**config.mk**
```make
export PLATFORM = sky130hd
export DESIGN_NAME = multicycle_ctrl
export DESIGN_NICKNAME = d
export VERILOG_FILES = /design/src/rtl/ctrl_pkg.sv /design/src/rtl/ctrl_wait_timer.sv /design/src/rtl/multicycle_ctrl.sv
export SDC_FILE = /design/constraint.sdc
export NUM_CORES = 1
export LEC_CHECK = 0
export ABC_CLOCK_PERIOD_IN_PS = 3900
export CAP_MARGIN = 20
export CORE_MARGIN = 5
export CORE_UTILIZATION = 41
export CTS_CLUSTER_DIAMETER = 40
export CTS_CLUSTER_SIZE = 40
export DETAILED_ROUTE_END_ITERATION = 6
export GPL_TIMING_DRIVEN = 0
export MAX_ROUTING_LAYER = met4
export PLACE_DENSITY = 0.94
export SETUP_SLACK_MARGIN = 0.05
export SLEW_MARGIN = 15
export SYNTH_ARGS = -nofsm -noshare
export SYNTH_HDL_FRONTEND = slang
export SYNTH_HIERARCHICAL = 1
export SYNTH_SLANG_ARGS = --single-unit
```
**constraint.sdc**
```tcl
create_clock -name clk -period 3.9 [get_ports clk]
set_input_delay 0.39 -clock clk [delete_from_list [all_inputs] [get_ports clk]]
set_output_delay 0.39 -clock clk [all_outputs]
set_load 0.005 [all_outputs]
```
**src/rtl/ctrl_pkg.sv**
```systemverilog
// rtl/ctrl_pkg.sv - shared states, opcodes and encodings for the multicycle control FSM
package ctrl_pkg;

  typedef enum logic [2:0] {
    FETCH  = 3'd0,
    DECODE = 3'd1,
    EXEC   = 3'd2,
    MEM    = 3'd3,
    WB     = 3'd4,
    TRAP   = 3'd5
  } state_t;

  localparam logic [6:0] OP_R      = 7'b0110011;
  localparam logic [6:0] OP_IMM    = 7'b0010011;
  localparam logic [6:0] OP_LOAD   = 7'b0000011;
  localparam logic [6:0] OP_STORE  = 7'b0100011;
  localparam logic [6:0] OP_BRANCH = 7'b1100011;

  typedef enum logic [1:0] {
    ALU_ADD   = 2'b00,
    ALU_SUB   = 2'b01,
    ALU_FUNCT = 2'b10
  } alu_ctrl_t;

  localparam logic PC_PLUS4  = 1'b0;
  localparam logic PC_TARGET = 1'b1;

  function automatic logic is_legal(input logic [6:0] op);
    return (op == OP_R) || (op == OP_IMM) || (op == OP_LOAD) ||
           (op == OP_STORE) || (op == OP_BRANCH);
  endfunction

endpackage

```
**src/rtl/ctrl_wait_timer.sv**
```systemverilog
// rtl/ctrl_wait_timer.sv - memory wait counter that flags the WAIT_MAX-th pending cycle
module ctrl_wait_timer #(
  parameter int unsigned WAIT_MAX = 255,
  parameter int unsigned CNT_W    = 8
) (
  input  logic clk,
  input  logic rst_n,
  input  logic clear,
  input  logic en,
  output logic expired
);

  logic [CNT_W-1:0] cnt_q;

  always_ff @(posedge clk or negedge rst_n) begin
    if (!rst_n) begin
      cnt_q <= '0;
    end else if (clear) begin
      cnt_q <= '0;
    end else if (en) begin
      cnt_q <= cnt_q + CNT_W'(1);
    end
  end

  // cnt_q counts completed waits, so the current pending cycle is number cnt_q+1
  generate
    if (WAIT_MAX == 0) begin : g_no_timeout
      assign expired = 1'b0;
    end else begin : g_timeout
      localparam logic [CNT_W-1:0] LAST = CNT_W'(WAIT_MAX - 1);
      assign expired = en && (cnt_q == LAST);
    end
  endgenerate

endmodule

```
**src/rtl/multicycle_ctrl.sv**
```systemverilog
// rtl/multicycle_ctrl.sv - RV32I multicycle control FSM; CTRL_PERF_EN adds cycle/instret counters
module multicycle_ctrl
  import ctrl_pkg::*;
#(
  parameter int unsigned WAIT_MAX = 255,
  parameter int unsigned CNT_W    = 8
) (
  input  logic        clk,
  input  logic        rst_n,
  input  logic [31:0] instruction,
  output logic        imem_req,
  input  logic        imem_ready,
  output logic        dmem_req,
  output logic        dmem_we,
  input  logic        dmem_ready,
  input  logic        branch_taken,
  output logic        ir_we,
  output logic        pc_we,
  output logic        pc_src,
  output logic        alu_src_b,
  output logic [1:0]  alu_ctrl,
  output logic        rf_we,
  output logic        mem_to_reg,
  output logic [2:0]  state,
  output logic        illegal,
  output logic        timeout
`ifdef CTRL_PERF_EN
  ,
  output logic [31:0] cycle_cnt,
  output logic [31:0] instret_cnt
`endif
);

  state_t     state_q, state_d;
  logic       illegal_q, timeout_q;
  logic       set_illegal, set_timeout;
  logic       pending, timer_clear, expired;
  logic [6:0] opcode;
  logic       unused_instr_bits;

  assign opcode = instruction[6:0];
  // funct fields are consumed by the ALU decoder, not by this FSM
  assign unused_instr_bits = ^instruction[31:7];

  assign pending     = ((state_q == FETCH) && !imem_ready) ||
                       ((state_q == MEM) && !dmem_ready);
  assign timer_clear = (state_d != state_q) && ((state_d == FETCH) || (state_d == MEM));

  ctrl_wait_timer #(
    .WAIT_MAX (WAIT_MAX),
    .CNT_W    (CNT_W)
  ) u_wait_timer (
    .clk     (clk),
    .rst_n   (rst_n),
    .clear   (timer_clear),
    .en      (pending),
    .expired (expired)
  );

  always_ff @(posedge clk or negedge rst_n) begin
    if (!rst_n) begin
      state_q   <= FETCH;
      illegal_q <= 1'b0;
      timeout_q <= 1'b0;
    end else begin
      state_q <= state_d;
      if (set_illegal) illegal_q <= 1'b1;
      if (set_timeout) timeout_q <= 1'b1;
    end
  end

  always_comb begin
    state_d     = state_q;
    set_illegal = 1'b0;
    set_timeout = 1'b0;
    imem_req    = 1'b0;
    ir_we       = 1'b0;
    dmem_req    = 1'b0;
    dmem_we     = 1'b0;
    pc_we       = 1'b0;
    pc_src      = PC_PLUS4;
    alu_src_b   = 1'b0;
    alu_ctrl    = ALU_ADD;
    rf_we       = 1'b0;
    mem_to_reg  = 1'b0;
    case (state_q)
      FETCH: begin
        // reset parks the FSM in FETCH, so the request must be masked by rst_n
        imem_req = rst_n;
        if (imem_ready) begin
          ir_we   = rst_n;
          state_d = DECODE;
        end else if (expired) begin
          set_timeout = 1'b1;
          state_d     = TRAP;
        end
      end
      DECODE: begin
        if (is_legal(opcode)) begin
          state_d = EXEC;
        end else begin
          set_illegal = 1'b1;
          state_d     = TRAP;
        end
      end
      EXEC: begin
        case (opcode)
          OP_R: begin
            alu_ctrl = ALU_FUNCT;
            state_d  = WB;
          end
          OP_IMM: begin
            alu_src_b = 1'b1;
            alu_ctrl  = ALU_FUNCT;
            state_d   = WB;
          end
          OP_LOAD, OP_STORE: begin
            alu_src_b = 1'b1;
            state_d   = MEM;
          end
          OP_BRANCH: begin
            alu_ctrl = ALU_SUB;
            pc_we    = 1'b1;
            pc_src   = branch_taken ? PC_TARGET : PC_PLUS4;
            state_d  = FETCH;
          end
          default: state_d = TRAP;
        endcase
      end
      MEM: begin
        dmem_req  = 1'b1;
        dmem_we   = (opcode == OP_STORE);
        alu_src_b = 1'b1;
        if (dmem_ready) begin
          if (opcode == OP_STORE) begin
            pc_we   = 1'b1;
            state_d = FETCH;
          end else begin
            state_d = WB;
          end
        end else if (expired) begin
          set_timeout = 1'b1;
          state_d     = TRAP;
        end
      end
      WB: begin
        rf_we      = 1'b1;
        pc_we      = 1'b1;
        mem_to_reg = (opcode == OP_LOAD);
        state_d    = FETCH;
      end
      TRAP:    state_d = TRAP;
      default: state_d = TRAP;
    endcase
  end

  assign state   = state_q;
  assign illegal = illegal_q;
  assign timeout = timeout_q;

`ifdef CTRL_PERF_EN
  logic [31:0] cycle_q, instret_q;

  always_ff @(posedge clk or negedge rst_n) begin
    if (!rst_n) begin
      cycle_q   <= '0;
      instret_q <= '0;
    end else begin
      if (state_q != TRAP) cycle_q <= cycle_q + 32'd1;
      if (pc_we) instret_q <= instret_q + 32'd1;
    end
  end

  assign cycle_cnt   = cycle_q;
  assign instret_cnt = instret_q;
`endif

endmodule

```
# Word level (Yosys, flattened, before mapping)
# Index checks and enable logic that the tools add are counted.
dict set report totals {
  register_bits 13
  wordCells 68
}
dict set report op_classes {
  n_addsub 1
  n_eq_ne 12
  mux 33
  n_reduce_logical 18
}
# cell n
set op_table {}
lappend op_table {{1-bit two-way mux} 19}
lappend op_table {{8-bit two-way mux} 2}
lappend op_table {{3-bit two-way mux} 5}
lappend op_table {{3-bit case mux with 5 select lines} 1}
lappend op_table {{7-bit by 6-bit == test with 1-bit output (second input constant)} 2}
lappend op_table {{3-bit by 2-bit == test with 1-bit output (second input constant)} 3}
lappend op_table {{3-bit case mux with 3 select lines} 1}
lappend op_table {{8-bit by 1-bit adder with 8-bit output (second input constant)} 1}
lappend op_table {{8-bit == test (second input constant)} 1}
lappend op_table {{7-bit by 2-bit == test with 1-bit output (second input constant)} 1}
lappend op_table {{7-bit by 5-bit == test with 1-bit output (second input constant)} 1}
lappend op_table {{7-bit == test (second input constant)} 1}
lappend op_table {{3-bit zero test} 2}
lappend op_table {{1-bit logical OR} 6}
lappend op_table {{1-bit logical AND} 4}
lappend op_table {{1-bit case mux with 2 select lines} 2}
lappend op_table {{2-bit case mux with 2 select lines} 1}
lappend op_table {{2-bit OR reduction} 2}
lappend op_table {{3-bit by 1-bit == test with 1-bit output (second input constant)} 1}
lappend op_table {{3-bit == test (second input constant)} 1}
lappend op_table {{3-bit != test} 1}
lappend op_table {{1-bit case mux with 3 select lines} 1}
lappend op_table {{3-bit OR reduction} 1}
lappend op_table {{1-bit zero test} 2}
lappend op_table {{2 further kinds} 2}

# Longest topological paths before layout
# Gate-level depths: netlist of run 1.
dict set report logic_depth {
  depth_word 11
  ltp_mapped 14
}

# Hierarchy
# The synthesis of run 1 kept the hierarchy.
# mod instances cells_each area_each_um2 seq_area_each_um2
set by_module_without_submodules {}
lappend by_module_without_submodules {multicycle_ctrl 1 65 551.8 125.1}
lappend by_module_without_submodules {ctrl_wait_timer 1 41 411.6 200.2}

# Least setup slack after synthesis of run 1
# Ideal clock, no wire load.
dict set report synth_timing {
  path_type {register to register}
  startpoint {register state_q[0] (netlist: state[0])}
  endpoint {register u_wait_timer.cnt_q[1]}
  setup_time_ns 0.094
  t_arrival_ns 2.357
  required_time_ns 3.806
  setup_slack_ns 1.449
  path_stages_with_launch 14
  n_path_buf 3
  synth_period_minus_slack_ns 2.451
  cell_sequence {dfrtp_1 -> buf_4 -> or2_2 -> o22a_1 -> nor2_1 -> buf_4 -> nand4_1 -> nor2_1 -> nor2_1 -> a311o_2 -> nand4_2 -> nor3b_2 -> clkbuf_1 -> a211oi_1}
}
dict set report synth_between {
  elab_chain_len 11
  elab_cells_between_ends 20
}
# element line_no
set synth_lines {}
lappend synth_lines {{start: declaration} multicycle_ctrl.sv:34} ;# state_t state_q, state_d;
lappend synth_lines {{start signal: assignment} multicycle_ctrl.sv:66} ;# state_q <= state_d;
lappend synth_lines {{3-bit by 2-bit == test with 1-bit output / 3-bit zero test (equally long branches)} {multicycle_ctrl.sv:46, multicycle_ctrl.sv:45}}
lappend synth_lines {{1-bit logical AND, on equally long branches} {multicycle_ctrl.sv:46, multicycle_ctrl.sv:45}}
lappend synth_lines {{1-bit logical OR *} multicycle_ctrl.sv:45} ;# assign pending = ((state_q == FETCH) && !imem_ready) ||
lappend synth_lines {{named net pending} multicycle_ctrl.sv:37} ;# logic pending, timer_clear, expired;
lappend synth_lines {{1-bit logical AND *} ctrl_wait_timer.sv:31} ;# assign expired = en && (cnt_q == LAST);
lappend synth_lines {{named net expired} multicycle_ctrl.sv:37}
lappend synth_lines {{3-bit two-way mux *} {multicycle_ctrl.sv:93, multicycle_ctrl.sv:141}}
lappend synth_lines {{3-bit two-way mux, on equally long branches} {multicycle_ctrl.sv:134, multicycle_ctrl.sv:90}}
lappend synth_lines {{3-bit case mux with 5 select lines *} multicycle_ctrl.sv:86} ;# case (state_q)
lappend synth_lines {{named net state_d[2]} multicycle_ctrl.sv:34}
lappend synth_lines {{3-bit by 2-bit == test with 1-bit output / 3-bit zero test (equally long branches)} multicycle_ctrl.sv:47} ;# assign timer_clear = (state_d != state_q) && ((state_d == FETCH) || (state_d == MEM));
lappend synth_lines {{1-bit logical OR} multicycle_ctrl.sv:47}
lappend synth_lines {{1-bit logical AND *} multicycle_ctrl.sv:47}
lappend synth_lines {{named net timer_clear} multicycle_ctrl.sv:37}
lappend synth_lines {{8-bit two-way mux / 2-bit nonzero test (equally long branches)} n/a}
lappend synth_lines {{end signal: assignment} ctrl_wait_timer.sv:21} ;# cnt_q <= cnt_q + CNT_W'(1);
lappend synth_lines {{end: declaration} ctrl_wait_timer.sv:13} ;# logic [CNT_W-1:0] cnt_q;
# Mark *: on every way through the listed nets, which the timed path passes. The rest lies on a longest branch.
# A chain may end at the register's enable or synchronous reset.

# Worst setup path in the final report of run 1
# Ends and elaborated chain as after synthesis.

==> metrics.cfg, run 1 <==
[drt]
wl_met1_um = 953
drc = 0
highest_layer = met4
drt-initial-drc-count = 18
routed_via_density = 5.436
dr_wl_met3_um = 152
wire_per_inst_um = 13.90
wirelength_mm = 2.294
first_pass_iters = 4
postRouteAntennaNets = 0
wl_met2_mm = 1.174
num_vias = 897

[yosys]
synth_ff_type = dfrtp_1
synth_cell_types = 48
synth_edf_count = 0
synth_common_cells = dfrtp_1, nor2_1, nand2_1, a21oi_1, inv_1
netlist_instances = 106
synth.most_common_cell = dfrtp_1
synth_top_cell_by_area = dfrtp_1
synth_fp_nets = 145
ys_seq_area_frac = 0.3377
synth-seq-cells = 13
synthTopCellsByArea = dfrtp_1, nor2_1, nand2_1, xor2_1, a21oi_1
synth_warnings = 6
avgSynthCellArea_um2 = 9.089
synth_top_area_frac = 0.3377
async_reset_ff_frac = 1.000
synthesis.area_um2 = 963.4

[layout]
finalNetCount = 177
syn2layout_area_growth_pct = 34.42
antenna_cells = 0
drive_gt1_frac = 0.1533

[critical_path]
cp.required_ns = 4.08
reg2regPathDepth = 13
critical_path_peak_fanout = 10
crit_arrival_ns = 2.93
crit_path_end_kind = flop
startpoint_type = flop
path_class = reg -> reg

[sta]
hold_viol_final = 0
slew_violations = 0
clock.fmax_ghz = 0.3634
relSlewSlack = 0.6015
setup_viol = 0
finalCriticalPeriod_ns = 2.752
fin_crit_sh = 0.7057
fin_skew_ns = 0.002344
fin_setup_tns_ns = 0
tightest_slew_ns = 0.5958
grt_setup_unrepaired = false

[power_and_ir_drop]
p_per_area_nw_per_um2 = 211.8
finalPower_mw = 0.2743
ir_drop_mv = 0.1689
p_leak_nw = 0.5365

[grt]
grt-ovfl-total = 0
antenna_found_initial = 0
grt_pass1_wl_mm = 3.829
grt_util_all_layers = 0.1431
grt_pass1_vias = 927
grt_max_degree = 15

[worst_hold_path]
hp-class = reg -> reg
hold-path-cell-count = 1

[clock_network]
ctsHoldBuffers = 0
cts_tree = built
post_cts_buffers = 0
clk_latency_ns = 0.27
numCtsBuffers = 3
clockBufferDepth = 2
cts-resized-gates = 0
clock-sinks = 13
clkTransAtPathRegs_ns = 0.07
cts-root-buf = clkbuf_4
htreeDepth = 1

[job]
maxCapViolCount = 0

[die]
ios = 53
rows = 17
start_util = 0.4314
dieArea_um2 = 3419
core-area_um2 = 2233
die_y_um = 58.48
die_x_um = 58.48

[placed_design]
place_hpwl_mm = 1.815
io_buffers = 27
place.gp.congestion = 0.8359

[status]
status = complete, no violations

==> layout make-up <==
cell class	count	area [um2]
plain buffers	6	42.54
clock buffers	4	26.28
fillers	206	938.4
inverters	5	18.77
multi-input cells	82	576.8
flip-flops and latches	13	325.3
well taps	28	35.03
repair buffers	27	270.3
==> critical path, stage by stage, from the launching register on <==
cell and delay (ns):
dfrtp_1 0.38, buf_4 0.17, or2_2 0.32, o22a_1 0.19, nor2_1 0.12, buf_4 0.19
nand4_1 0.10, nor2_1 0.26, nor2_1 0.10, a311o_2 0.32, nand4_2 0.09, nor3b_2 0.05
clkbuf_1 0.18, a211oi_1 0.20
==> where the power goes <==
group          switching (mW)  internal, mW
registers             0.00443         0.139
clock network          0.0399        0.0396
logic                  0.0226        0.0286
total                  0.0669         0.207
==> metrics by stage <==
step	cell area [um2]	setup WS (ns)	hold WS [ns]	utilization	instances
final	1295	1.148	0.4549	0.5798	165
after global routing	1295	0.9574	0.4823	0.5798	165
after CTS	1295	1.139	0.4604	0.5798	165
after detailed placement	1269	1.030	0.4439	0.5681	161
after global placement	1269	1.018	0.4401	0.5681	161
after floorplan	963.4	1.449	0.09441	-	106
==> worst paths after layout <==
kind                                               to  slack (ns)      from
worst min-delay path                          timeout        0.45   timeout
min in group asynchronous       u_wait_timer/cnt_q[3]        0.49     rst_n
max in group asynchronous                    state[0]        3.02     rst_n
worst min register to register                timeout        0.45   timeout
worst max-delay path            u_wait_timer/cnt_q[1]        1.15  state[0]
worst max register to register  u_wait_timer/cnt_q[1]        1.15  state[0]
==> flip-flops by register name, summed over array words and instances, names as in the netlist <==
| signal | cells |
|---|---|
| illegal | 1 |
| state | 3 |
| timeout | 1 |
| u_wait_timer/cnt_q | 8 |
==> cell families after synthesis <==
logic type,after synthesis,share of synthesized area
AO/OA/AOI/OAI,24,0.1831
XOR/XNOR,4,0.03637
flip-flops,13,0.3377
AND/OR/NAND/NOR,52,0.3533
buffers and inverters,11,0.06363
adder cells (fa/ha/maj),2,0.02597
==> layout by cell type (no fill, tap or decap), drive strengths merged <==
cell type	netlist	layout
a211o	1	1
a211oi	1	1
a21boi	1	1
a21o	2	2
a21oi	5	5
a311o	1	1
a31o	1	1
a31oi	1	1
and2	3	3
and2b	1	1
and3	1	1
and4b	1	1
buf	5	5
clkbuf	1	5
clkdlybuf4s50	0	27
dfrtp	13	13
ha	2	2
inv	5	5
nand2	9	9
nand2b	1	1
nand3	2	2
nand3b	1	1
nand4	5	5
nand4bb	1	1
nor2	13	13
nor2b	2	2
nor3	1	1
nor3b	4	4
nor4	1	1
o21ai	4	4
o21bai	1	1
o22a	2	2
o22ai	2	2
o32ai	1	1
o41ai	1	1
or2	1	1
or3	4	4
or3b	1	1
xnor2	1	1
xor2	3	3
==> layer usage <==
metal | vias up | GRT usage
met5 | - | -
met4 | 0 | 0.04967
met3 | 2 | 0.02193
met2 | 30 | 0.2695
met1 | 420 | 0.1488
li1 | 445 | -
(Power assumes the default switching activity.)
==> run 2: changes to the inputs <==
Settings changed: ABC_CLOCK_PERIOD_IN_PS 3900 to 2400, CORE_UTILIZATION 41 to 34, PLACE_DENSITY 0.94 to 0.85.
Clock period 3.9 ns to 2.4 ns, I/O delays scaled along.
==> metrics.cfg, run 2 (synthesis gave the netlist of run 1 again) <==
[grt]
antenna_found_initial = 0
grt_max_degree = 15
grt_util_all_layers = 0.1315
grt_pass1_wl_mm = 4.340
grt-ovfl-total = 0
grt_pass1_vias = 960

[clock_network]
clkTransAtPathRegs_ns = 0.08
clock-sinks = 13
cts_tree = built
clk_latency_ns = 0.27
cts-root-buf = clkbuf_4
clockBufferDepth = 2
htreeDepth = 1
numCtsBuffers = 3

[die]
die_x_um = 63.23
start_util = 0.3524
ios = 53
rows = 19
dieArea_um2 = 3998
die_y_um = 63.23
core-area_um2 = 2734

[status]
violations = setup timing
status = complete, but fails checks

[power_and_ir_drop]
switching_share = 0.2562
pwr-share-seq = 0.506
clkPwrFrac = 0.290
p_per_area_nw_per_um2 = 317.5
p_switching_mw = 0.1178
comb_power_share = 0.204
p_leak_nw = 0.6151
ir_drop_mv = 0.3333
intPower_mw = 0.3422
finalPower_mw = 0.4601

[drt]
first_pass_iters = 4
wirelength_mm = 2.587
routed_via_density = 5.382
drc = 0
postRouteAntennaNets = 0
num_vias = 958
wire_per_inst_um = 14.53
drt-initial-drc-count = 34

[critical_path]
cp_slowest_cell = dfrtp_1
crit_arrival_ns = 2.66
cp_slowest_stage_delay_ns = 0.39
crit_path_end_kind = flop
crit_family = simple AND/OR/NAND/NOR gates
critical_path_peak_fanout = 8
startpoint = state[0]
cp.buffers_inverters = 3
r2r_start = state[0]
startpoint_type = flop
path_class = reg -> reg
cp.required_ns = 2.60
path_cells = buf_6 > or2_4 > o22a_1 > nor2_2 > buf_4 > nand4_1 > nor2_4 > nor3b_1 > o22ai_1 > nand4_4 > nor3b_4 > buf_12 > a211oi_2

[layout]
largest_reg_flops = 8
antenna_cells = 0
final_util = 0.5300
regMostFlops = u_wait_timer/cnt_q
final_cell_mix = clkdlybuf4s50_1, dfrtp_1, buf_4
instances_no_fill = 178
layout_commonest_cell = clkdlybuf4s50_1
syn2layout_area_growth_pct = 50.39
finalNetCount = 187
drive_gt1_frac = 0.2721

[job]
maxCapViolCount = 0

[sta]
hold_viol_final = 0
setup_viol = 8
fin_skew_ns = 0.002847
clock.fmax_ghz = 0.4066
grt_setup_unrepaired = true
finalCriticalPeriod_ns = 2.460
fin_crit_sh = 1.025
relSlewSlack = 0.6043
fin_ws_ns = -0.05962
tightest_slew_ns = 0.5935
slew_violations = 0

[placed_design]
dp_cells = 164
io_buffers = 27
place.gp.congestion = 0.8971
place_hpwl_mm = 1.756

[worst_hold_path]
hp-class = in -> async

[run 2: worst reg2reg max path, stage by stage (launching register included)]
cell and delay (ns):
dfrtp_1 0.39, buf_6 0.13, or2_4 0.24, o22a_1 0.18, nor2_2 0.14, buf_4 0.12
nand4_1 0.13, nor2_4 0.19, nor3b_1 0.25, o22ai_1 0.16, nand4_4 0.13, nor3b_4 0.06
buf_12 0.14, a211oi_2 0.12
[run 2: path summary, 6_finish.rpt]
kind	end	slack, ns	depth (start not counted)
max	u_wait_timer/cnt_q[1]	-0.06	13
min	u_wait_timer/cnt_q[0]	0.07	1
max reg2reg	u_wait_timer/cnt_q[1]	-0.06	13
min reg2reg	timeout	0.46	1
max in group asynchronous	illegal	1.94	1
min in group clk	timeout	0.46	1
[run 2: timing repair]
item	in CTS	in global routing
resized for setup	7	6
hold buffers	0	0
buffers inserted	11	3
setup endpoints to repair	11	11
hold endpoints to repair	0	0
pin swaps	6	5
[run 2: layer usage]
layer | vias up | track usage | share of wire
met5 | - | - | 0
met2 | 30 | 0.2372 | 0.53
met4 | 0 | 0.04675 | 0.0093
met3 | 4 | 0.02309 | 0.046
met1 | 460 | 0.1436 | 0.41
li1 | 464 | - | -
[run 2: cell type report]
cell class	count	area, um2
Clock buffer	4	26.28
Sequential cell	13	325.3
Fill cell	250	1285
Tap cell	31	38.79
Buffer	5	45.04
Multi-Input combinational cell	82	628.1
Timing Repair Buffer	38	366.6
Inverter	5	18.77
[run 2: stage by stage]
| stage | hold WS (ns) | area (um2) | setup slack [ns] | TNS [ns] |
|---|---|---|---|---|
| after detailed placement | 0.4540 | 1290 | -0.2709 | -1.942 |
| final | 0.06999 | 1449 | -0.05962 | -0.1901 |
| after CTS | 0.07861 | 1415 | 0.01802 | 0 |
| after floorplan | -0.05559 | 980.9 | 0.05832 | 0 |
| after global routing | 0.1094 | 1449 | -0.1756 | -1.075 |
| after global placement | 0.4425 | 1290 | -0.2329 | -1.570 |
[run 2: power groups by stage]
stage                     clock [mW]  sequential (mW)  combinational (mW)
final                          0.134            0.233              0.0937
after detailed placement           0            0.238              0.0869
after global routing           0.154            0.235               0.102
after CTS                      0.141            0.233              0.0931
after floorplan                    0            0.237              0.0395
after global placement             0            0.237              0.0844
==> variant (flow settings as in run 1) <==
The option `CTRL_PERF_EN` is turned on by a define.
--- a/src/rtl/multicycle_ctrl.sv
+++ b/src/rtl/multicycle_ctrl.sv
@@ -1,3 +1,5 @@
 // rtl/multicycle_ctrl.sv - RV32I multicycle control FSM; CTRL_PERF_EN adds cycle/instret counters
+`define CTRL_PERF_EN
+
 module multicycle_ctrl
   import ctrl_pkg::*;
Formal check against the unedited RTL (old outputs only; new: cycle_cnt and instret_cnt): equivalent (equiv_simple and equiv_induct, registers matched by name and starting in step).
==> variant against run 1 <==
  * Cell area grew to 3.9 times the old value
  * Total power grew to 7.6 times the old value
  * Sequential share of layout area is 13 points higher
  * Combinational power grew to 7.0 times the old value
  * Area after synthesis grew to 3.9 times the old value
  * Fmax is 10% lower
  * Non-clock buffer count is 66 higher
  * Routed wire length grew to 3.8 times the old value
  * Setup slack worse by 320 ps
  * Core utilization is 0.27 points lower
  * Final cell count grew to 3.5 times the old value
  * Hold slack better by 24 ps
  * First-iteration DRC count grew to 10 times the old value
  * Sequential cell count is 64 higher
  * Largest power group unchanged
==> variant: results (changes against run 1) <==
Cells and area
  • Fillers: 712 (was 206)
  • Layout cells sized above 1: 4.63% (was 15.3%)
  • Nets: 511 (was 177)
  • Non-Filler Instances: 583 (was 165)

Pwr
  • Max VDD drop: 0.000191 V (was 0.000169 V)
  • Leakage power total: 0.00224 uW (was 0.000537 uW)

Logic synthesis
  • Top post-synthesis cells by count: 77 x dfrtp_1, 38 x nand2_1, 38 x nor2_1 (was 13 x dfrtp_1, 12 x nor2_1, 9 x nand2_1)
  • Mean Syn Cell Area: 10.2 um2 (was 9.09 um2)
  • Async set-reset flop share out of synthesis: 100% (unchanged)
  • Register area share after synthesis: 51.8% (was 33.8%)
  • Synth cell types: 42 (was 48)
  • Area contributors post-synth: dfrtp_1 52%, xnor2_1 8.7%, xor2_1 6.8%, nand2_1 3.8%, nor2_1 3.8% (was dfrtp_1 34%, nor2_1 4.7%, nand2_1 3.5%, xor2_1 2.7%, a21oi_1 2.6%)
  • Ys Warns: 6 (unchanged)
  • Syn nets: 407 (was 145)

Critical path
  • Worst r2r path cells: 12 (was 13)
  • Top delay family on crit path: buffers and inverters (was simple AND/OR/NAND/NOR gates)
  • CP arrival: 2680 ps (was 2930 ps)
  • Worst-path maximum fanout: 52 (was 10)
  • Max incr delay on CP: 520 ps (was 380 ps)
  • CP max stage cell: dlygate4sd3_1 (was dfrtp_1)

Route
  • Met3 WL: 417 um (was 152 um)
  • Routed length on met1: 3760 um (was 953 um)
  • Vias/cell: 5.32 (was 5.44)
  • Top Metal Used: met4 (unchanged)
  • Initial DRC Count: 182 (was 18)
  • Met2 wire length: 4410 um (was 1170 um)
  • WL/cell: 14.9 um (was 13.9 um)

Clock network
  • Clk_lat worst skew: 330 ps (was 270 ps)
  • Register clock-pin slew on the reported worst setup and hold paths: 80 ps
  • CTS buffer count: 9 (was 3)
  • Root buf cell: clkbuf_8 (was clkbuf_4)
  • CTS Hold Bufs: 1 (was 0)
  • H-tree levels: 3 (was 1)

Placed design
  • Placed Area: 0.00479 mm2 (was 0.00127 mm2)
  • Placed insts: 566 (was 161)
  • GPL Wtd Cong: 0.902 (was 0.836)
  • Detailed Place HPWL: 6410 um (was 1820 um)
  • Port bufs: 91 (was 27)

Hold path
  • Worst hold path class: flip-flop to flip-flop (unchanged)

Outcome
  • Status: completed (unchanged)

Global routing
  • Gr usage total: 16.4% (was 14.3%)
  • Largest net degree at the start of global routing: 53 (was 15)
  • First-pass GRT wire length: 14800 um (was 3830 um)

STA
  • Relative slew slack: 44.9% (was 60.2%)
  • Worst clock skew: 7.68 ps (was 2.34 ps)
## variant: cells by family (layout without fill, tap and decap cells)
kind of cell    count (synthesis)  in the layout  share of synthesized area (%)
compound gates                 27             27                           5.28
xor+xnor                       66             66                           15.5
fa+ha+maj                       5              5                           1.61
buf+inv                        19            128                           2.05
flops                          77             77                           51.8
mux                             2              2                          0.605
simple gates                  170            170                           23.1
## variant: per-stage QoR
step	total power [uW]	setup TNS, ps	setup WS (ps)	utilization, %
after detailed placement	1320	0	1080	54.7
after global placement	1300	-12980	-914	54.4
after floorplan	1110	0	1710	-
after global routing	2180	0	602	57.7
final	2080	0	826	57.7
after CTS	2100	0	804	57.7
## variant: layout make-up
class | instances | share of cell area (%)
multi-input combinational | 270 | 34.0
inverter | 13 | 0.965
tap | 108 | 2.67
buffer | 6 | 0.544
clock inverter | 4 | 2.38
clock buffer | 12 | 2.67
timing repair buffer | 93 | 18.7
sequential | 77 | 38.1
## variant: path summary, 6_finish.rpt
kind,start,end,slack (ps)
worst max-delay path,rst_n,ir_we,830
worst min-delay path,cycle_cnt[31],cycle_cnt[31],480
worst max register to register,state[0],u_wait_timer/cnt_q[2],1240
worst min register to register,cycle_cnt[31],cycle_cnt[31],480
max in group asynchronous,rst_n,instret_cnt[8],2810
min in group asynchronous,rst_n,cycle_cnt[8],510
## variant: per-layer routing
layer  global-route usage (%)  vias up
met5                        -        -
met1                     20.1     1515
met2                     27.1      103
met3                     2.75       10
li1                         -     1473
met4                     6.03        0
## variant: power by group
part	internal, uW	switching [uW]
clock	491	279
combinational	194	162
sequential	858	92.3
total	1540	533
